$ cat config.mk
export PLATFORM = sky130hd
export DESIGN_NAME = arm_pipelined_decode_execute_stage
export DESIGN_NICKNAME = d
export VERILOG_FILES = /design/src/rtl/arm_pipelined_decode_execute_stage.sv
export SDC_FILE = /design/constraint.sdc
export NUM_CORES = 1
export LEC_CHECK = 0
export ABC_CLOCK_PERIOD_IN_PS = 1800
export CAP_MARGIN = 20
export CORE_AREA = 2 2 121 123
export DETAILED_ROUTE_END_ITERATION = 12
export DIE_AREA = 0 0 123 125
export PLACE_DENSITY_LB_ADDON = 0.25
export SLEW_MARGIN = 20
export SYNTH_ARGS = -nofsm -noshare
export SYNTH_HDL_FRONTEND = slang
export SYNTH_SLANG_ARGS = --single-unit
$ cat constraint.sdc
create_clock -name i_CLK -period 1.8 [get_ports i_CLK]
set_input_delay 0.27 -clock i_CLK [delete_from_list [all_inputs] [get_ports i_CLK]]
set_output_delay 0.27 -clock i_CLK [all_outputs]
set_load 0.03 [all_outputs]
$ cat src/rtl/arm_pipelined_decode_execute_stage.sv
// Decode -> Execute pipeline register for a 5-stage ARM-style core, plus the
// Execute-stage operand forwarding muxes.
//
// Optional build macro: ARM_PIPE_DE_PERF_EN adds two saturating 16-bit
// performance counters (bubbles inserted, operands forwarded). Without it the
// counter ports and logic are absent.
//
// Pipeline valid semantics: there is no backpressure. Every rising edge moves
// the Decode-stage bundle into Execute. o_Valid_E=1 means Execute holds a real
// instruction. A flush turns that slot into a bubble: control cleared, cond=AL,
// valid=0. Data and addresses still load so the hazard unit sees stable values.
module arm_pipelined_decode_execute_stage #(
    parameter int BusWidth = 32
) (
    input  logic                i_CLK,
    input  logic                i_NRESET,
    input  logic                i_Flush_Execute,
    input  logic [9:0]          i_Ctrl_D,
    input  logic [3:0]          i_Cond_D,
    input  logic [BusWidth-1:0] i_RD1_D,
    input  logic [BusWidth-1:0] i_RD2_D,
    input  logic [BusWidth-1:0] i_ExtImm_D,
    input  logic [3:0]          i_RA1_D,
    input  logic [3:0]          i_RA2_D,
    input  logic [3:0]          i_WA3_D,
    input  logic [1:0]          i_Forward_A_E,
    input  logic [1:0]          i_Forward_B_E,
    input  logic [BusWidth-1:0] i_ALUResult_M,
    input  logic [BusWidth-1:0] i_Result_W,
    output logic [9:0]          o_Ctrl_E,
    output logic [3:0]          o_Cond_E,
    output logic [3:0]          o_RA1_E,
    output logic [3:0]          o_RA2_E,
    output logic [3:0]          o_WA3_E,
    output logic [BusWidth-1:0] o_SrcA_E,
    output logic [BusWidth-1:0] o_SrcB_E,
    output logic [BusWidth-1:0] o_WriteData_E,
    output logic                o_Valid_E
`ifdef ARM_PIPE_DE_PERF_EN
    ,
    output logic [15:0]         o_Bubble_Count,
    output logic [15:0]         o_Fwd_Count
`endif
);

    localparam logic [3:0]  CondAl   = 4'hE;
    localparam logic [1:0]  FwdRegs  = 2'b00;
    localparam logic [1:0]  FwdWb    = 2'b01;
    localparam logic [1:0]  FwdMem   = 2'b10;

    logic [9:0]          ctrl_e;
    logic [3:0]          cond_e;
    logic                valid_e;
    logic [BusWidth-1:0] rd1_e;
    logic [BusWidth-1:0] rd2_e;
    logic [BusWidth-1:0] ext_imm_e;
    logic [3:0]          ra1_e;
    logic [3:0]          ra2_e;
    logic [3:0]          wa3_e;
    logic [BusWidth-1:0] fwd_a;
    logic [BusWidth-1:0] fwd_b;

    // Execute-stage register: reset wins over flush; flush only kills control.
    always_ff @(posedge i_CLK or negedge i_NRESET) begin
        if (!i_NRESET) begin
            ctrl_e    <= '0;
            cond_e    <= CondAl;
            valid_e   <= 1'b0;
            rd1_e     <= '0;
            rd2_e     <= '0;
            ext_imm_e <= '0;
            ra1_e     <= '0;
            ra2_e     <= '0;
            wa3_e     <= '0;
        end else begin
            rd1_e     <= i_RD1_D;
            rd2_e     <= i_RD2_D;
            ext_imm_e <= i_ExtImm_D;
            ra1_e     <= i_RA1_D;
            ra2_e     <= i_RA2_D;
            wa3_e     <= i_WA3_D;
            if (i_Flush_Execute) begin
                ctrl_e  <= '0;
                cond_e  <= CondAl;
                valid_e <= 1'b0;
            end else begin
                ctrl_e  <= i_Ctrl_D;
                cond_e  <= i_Cond_D;
                valid_e <= 1'b1;
            end
        end
    end

    // Forwarding muxes: selects act in the cycle they arrive, no registering.
    always_comb begin
        fwd_a = rd1_e;
        fwd_b = rd2_e;
        case (i_Forward_A_E)
            FwdWb:   fwd_a = i_Result_W;
            FwdMem:  fwd_a = i_ALUResult_M;
            default: fwd_a = rd1_e;
        endcase
        case (i_Forward_B_E)
            FwdWb:   fwd_b = i_Result_W;
            FwdMem:  fwd_b = i_ALUResult_M;
            default: fwd_b = rd2_e;
        endcase
    end

    assign o_Ctrl_E      = ctrl_e;
    assign o_Cond_E      = cond_e;
    assign o_Valid_E     = valid_e;
    assign o_RA1_E       = ra1_e;
    assign o_RA2_E       = ra2_e;
    assign o_WA3_E       = wa3_e;
    assign o_SrcA_E      = fwd_a;
    assign o_WriteData_E = fwd_b;
    // ALUSrc (bit 9) picks the immediate over the forwarded register operand.
    assign o_SrcB_E      = ctrl_e[9] ? ext_imm_e : fwd_b;

`ifdef ARM_PIPE_DE_PERF_EN
    logic [15:0] bubble_cnt;
    logic [15:0] fwd_cnt;
    logic        fwd_used;

    assign fwd_used = (i_Forward_A_E == FwdWb) || (i_Forward_A_E == FwdMem) ||
                      (i_Forward_B_E == FwdWb) || (i_Forward_B_E == FwdMem);

    // Saturating event counters: bubbles inserted and real forwards taken.
    always_ff @(posedge i_CLK or negedge i_NRESET) begin
        if (!i_NRESET) begin
            bubble_cnt <= '0;
            fwd_cnt    <= '0;
        end else begin
            if (i_Flush_Execute && (bubble_cnt != 16'hFFFF)) begin
                bubble_cnt <= bubble_cnt + 16'd1;
            end
            if (valid_e && fwd_used && (fwd_cnt != 16'hFFFF)) begin
                fwd_cnt <= fwd_cnt + 16'd1;
            end
        end
    end

    assign o_Bubble_Count = bubble_cnt;
    assign o_Fwd_Count    = fwd_cnt;
`endif

endmodule

# After elaboration in Yosys (flattened, before gate mapping)
# Cells that the tools add are included.
[totals]
register_bits = 123
output_inout_bits = 123
[op_classes]
eq_ne = 4
n_mux = 6
[op_table]
columns = ["op", "count"]
rows = [
  ["$pmux 32 s2", 2],
  ["$mux 32", 1],
  ["$mux 10", 1],
  ["$eq 2x1->1 const B", 2],
  ["$eq 2x2->1 const B", 2],
  ["$mux 4", 1],
  ["$mux 1", 1],
]

# Longest topological paths before layout
[depth]
word_depth = 3
ltp_mapped = 6
ltp_nobuf = 4

# Least setup slack after synthesis
# No wires, ideal clock.
[synth_timing]
path_type = "input-to-output"
from = "input i_Forward_B_E[0]"
to = "output o_SrcB_E[31]"
t_arrival_ps = 1745
setup_slack_ps = -215
stages = 6
n_path_buf = 2
path_cell_list = "inv_1 -> ha_1 -> buf_6 -> buf_6 -> nor2b_1 -> o31ai_1"
[synth_between]
elab_chain_len = 3
elab_cells_between_ends = 4
[synth_rtl]
columns = ["element", "line_no", "rtl"]
rows = [
  ["start, declared", "27", "input logic [1:0] i_Forward_B_E,"],
  ["$eq 2x2->1 / $eq 2x1->1 (equally long branches)", "103", "case (i_Forward_B_E)"],
  ["$pmux 32 s2 (*)", "103", ""],
  ["$mux 32 (*)", "119", "assign o_SrcB_E = ctrl_e[9] ? ext_imm_e : fwd_b;"],
  ["end, declared", "36", "output logic [BusWidth-1:0] o_SrcB_E,"],
]
# Mark *: on every way between the ends. The rest lies on a longest branch, timed or not.

# Final worst setup path
[layout_timing]
from = "input i_Forward_B_E[1]"
to = "output o_SrcB_E[1]"
# Same word-level chain as after synthesis.

==> impl_summary.md <==
Synth
Each instance of the synthesized netlist takes up on average between 10 and 15 sq um. Summed over all instances, the cell type with the most area after synthesis is sky130_fd_sc_hd__dfrtp_1. After synthesis, the netlist uses 18 different library cells. The Yosys step of the flow raised 0 warnings. The post-synth net total is approximately 630.

The netlist area before placement is roughly 5300 sq um. Ranked by total cell area, the synthesized netlist is headed by sky130_fd_sc_hd__dfrtp_1 57%, sky130_fd_sc_hd__a221oi_2 8.5%, sky130_fd_sc_hd__o31ai_2 7.3%. The proportion of synthesized chip area in sequential cells is 0.5839. The number of instances in the synthesized netlist is approximately 440. The fraction of synthesized cell area taken by the top area cell type is 0.5690.

The number of synthesized register bits is 123.

Timing
Of the available clock period, the critical path in the final layout requires 1.020. Adding up every negative setup slack in the final design gives -0.1024 ns. In this run the tightest slew margin relative to its limit is 0.6705.

Subtracting the final worst setup slack from the clock period gives around 1.8 ns. The worst setup slack after layout is -0.03539 ns. The max-slew violation count was 0.

The tightest hold path in the finished design has a slack of between 0.2 and 0.3 ns. The count of final setup violators is 9. For the pin with the worst max-slew slack, the measured transition is between 0.4 and 0.5 ns.

The count of final hold-check violations was 0. The maximum operating frequency is roughly 0.54 GHz. Setup repair after global routing could not meet its margin everywhere.

Setup path
The kind of capture point of the worst setup path is an output pin. The data arrival time of the critical path is 1.57 ns. The worst setup path category is input port to output pin. The largest fanout of any net on the critical path is 8.

The category of the worst setup path launch point is an input port. Data on the critical path is required at its endpoint by 1.53 ns.

Outcome
The flow ran to the end, but the final reports show violations. The final reports fail on negative setup slack.

Finish
The post-synthesis to final-layout area growth is 95.64%. The number of inserted filler cells in the final layout is roughly 1000. The finished cells cover about 10000 sq um. Leaving out fill and tap cells, the most frequent cell in the layout is sky130_fd_sc_hd__clkdlybuf4s50_1. The count of cells in the finished layout, fillers not included, comes to 1000. 0 antenna diodes ended up in the layout.

In the layout the commonest cells are 210 x sky130_fd_sc_hd__clkdlybuf4s50_1, 119 x sky130_fd_sc_hd__dfrtp_1, 99 x sky130_fd_sc_hd__buf_4, 52 x sky130_fd_sc_hd__nand2_1. At the end of the flow the core is filled with cells to 0.7269. The proportion of layout cells with a drive suffix above 1 is 0.3787. The number of nets in the final layout is 1000.

Placed design
The count of buffers inserted at the top-level ports is 315. Including well taps, the total number of placed cells is 955. The weighted congestion reported at the end of routability-driven placement is between 0.9 and 1. The post-placement cell area is 8770 sq um. The post-DP HPWL is 14.39 mm.

Clock network
The CTS tree is yes. Counting along the longest clock path gives a buffer depth of 2. The number of buffers inserted during clock tree synthesis is 17. The H-tree was split into 4 levels. The tree is rooted in a sky130_fd_sc_hd__clkbuf_16.

The total number of clock tree sinks is approximately 120. The clock-pin slew of the registers on the worst-case setup and hold paths is ~0.060 ns.

Routing
The violation count after the first detailed-routing iteration is 220. The total via count after detailed routing is 5082. After detailed routing, the number of vias per cell comes to between 5 and 6.

Before antenna repair, the detailed router went through 5 iterations. After detailed routing, the total wire length is 20.39 mm. The post-route antenna net violation count is 0.

In the routed design, unresolved DRC markers number 0. The average routed wire per standard cell is between 20 and 25 um.

Floorplan
Pin placement for this block handled around 320 I/O pins. From left edge to right edge, the die measures ~120 um. The height of the die is 125 um. The die covers around 15000 sq um.

The number of standard-cell rows in the floorplan is 44. The core region is around 14000 sq um. The starting density of the core is 0.3716.

Global routing
The initial antenna violation count was 0. The first-pass GRT wire length is around 31 mm. For this run, the total global-route usage over all layers was measured as 0.2689. The largest net degree at the start of global routing is 34.

The number of global-route vias before repair came to roughly 5700. The total overflow left after global routing is 0.

Power and ir drop
In this run the power density over the cells is 903.1 nW/um^2. Across the VDD grid, the largest voltage drop is ~700 uV. For this design the static power due to leakage is 4.335 nW.

Job
The tool flagged a number of max-cap violations equal to 0.

Hold path
The type of the most critical hold path is input port to flip-flop.
registers in the layout, indices dropped and copies added, names as in the netlist:
signal / count
o_Ctrl_E: 10
o_WA3_E: 4
o_Valid_E: 1
o_RA2_E: 4
o_RA1_E: 4
rd1_e: 32
rd2_e: 32
ext_imm_e: 32
o_Cond_E: 4
power by group:
part	switching, mW	internal (mW)	total (mW)
Clock	1.35	2.06	3.40
Combinational	1.55	1.41	2.96
Sequential	0.0532	2.91	2.96
Total	2.95	6.37	9.32
per-stage QoR:
stage          worst slack, ns  power [mW]
2_1_floorplan         -0.06569       4.230
3_3_place_gp           -0.8192       5.523
3_5_place_dp           -0.8365       5.556
4_1_cts                -0.1058       9.333
5_1_grt               -0.09146       9.701
6_report              -0.03539       9.324
layout make-up:
class,instances,area (sq um),share of cell area
sequential,123,3083,0.2986
tap,184,230.2,0.02230
clock inverter,15,165.2,0.01600
clock buffer,17,425.4,0.04120
timing repair buffer,382,3845,0.3724
inverter,5,21.27,0.002060
multi-input combinational,274,2555,0.2475
per-layer routing:
metal	vias to the layer above	routed length [um]	track usage
met5	-	0	0
met4	0	485	0.09425
met3	36	1727	0.09717
met2	241	11030	0.4885
met1	2507	7150	0.2818
li1	2298	-	-
critical path, cell delays in order:
cell and delay [ns]:
sky130_fd_sc_hd__buf_6 0.10, sky130_fd_sc_hd__ha_4 0.27, sky130_fd_sc_hd__buf_12 0.14, sky130_fd_sc_hd__buf_8 0.13
sky130_fd_sc_hd__nor2b_4 0.13, sky130_fd_sc_hd__o31ai_4 0.27, sky130_fd_sc_hd__buf_6 0.14, sky130_fd_sc_hd__buf_12 0.11
timing repair:
| action | CTS | global route |
|---|---|---|
| endpoints found under the setup margin | 99 | 79 |
| pin swaps | 29 | 24 |
| setup buffers | 11 | 2 |
| endpoints found under the hold margin | 26 | 0 |
| cloned | 5 | 0 |
| resized for setup | 196 | 41 |
| hold buffers | 1 | 0 |
cell families (layout without fill, tap and decap cells):
kind of cell,Yosys count,in the layout,share of synthesized area
AO/OA/AOI/OAI,128,128,0.2394
adder cells (fa/ha/maj),4,4,0.009484
buffers and inverters,39,419,0.04433
flip-flops,123,123,0.5839
AND/OR/NAND/NOR,142,142,0.1228
final timing paths:
kind,end,slack [ns],start,cells after the start
worst max-delay path,o_SrcB_E[1],-0.04,i_Forward_B_E[1],8
worst min-delay path,o_RA1_E[2],0.29,i_RA1_D[2],1
max in group asynchronous,o_Cond_E[3],0.82,i_NRESET,3
min in group asynchronous,rd2_e[15],0.37,i_NRESET,2
synth_stat cells:
library cell / count
sky130_fd_sc_hd__o31ai_1: 1
sky130_fd_sc_hd__buf_2: 16
sky130_fd_sc_hd__o21ai_0: 32
sky130_fd_sc_hd__a221oi_2: 30
sky130_fd_sc_hd__ha_1: 4
sky130_fd_sc_hd__a221oi_1: 2
sky130_fd_sc_hd__a22oi_1: 32
sky130_fd_sc_hd__dfrtp_1: 120
sky130_fd_sc_hd__buf_6: 8
sky130_fd_sc_hd__nor2b_1: 43
sky130_fd_sc_hd__clkbuf_1: 8
sky130_fd_sc_hd__nor2_1: 32
sky130_fd_sc_hd__inv_1: 5
sky130_fd_sc_hd__buf_4: 2
sky130_fd_sc_hd__o31ai_2: 31
sky130_fd_sc_hd__dfstp_2: 3
sky130_fd_sc_hd__or2_2: 3
sky130_fd_sc_hd__nand2_1: 64
(Power assumes the default switching activity.)
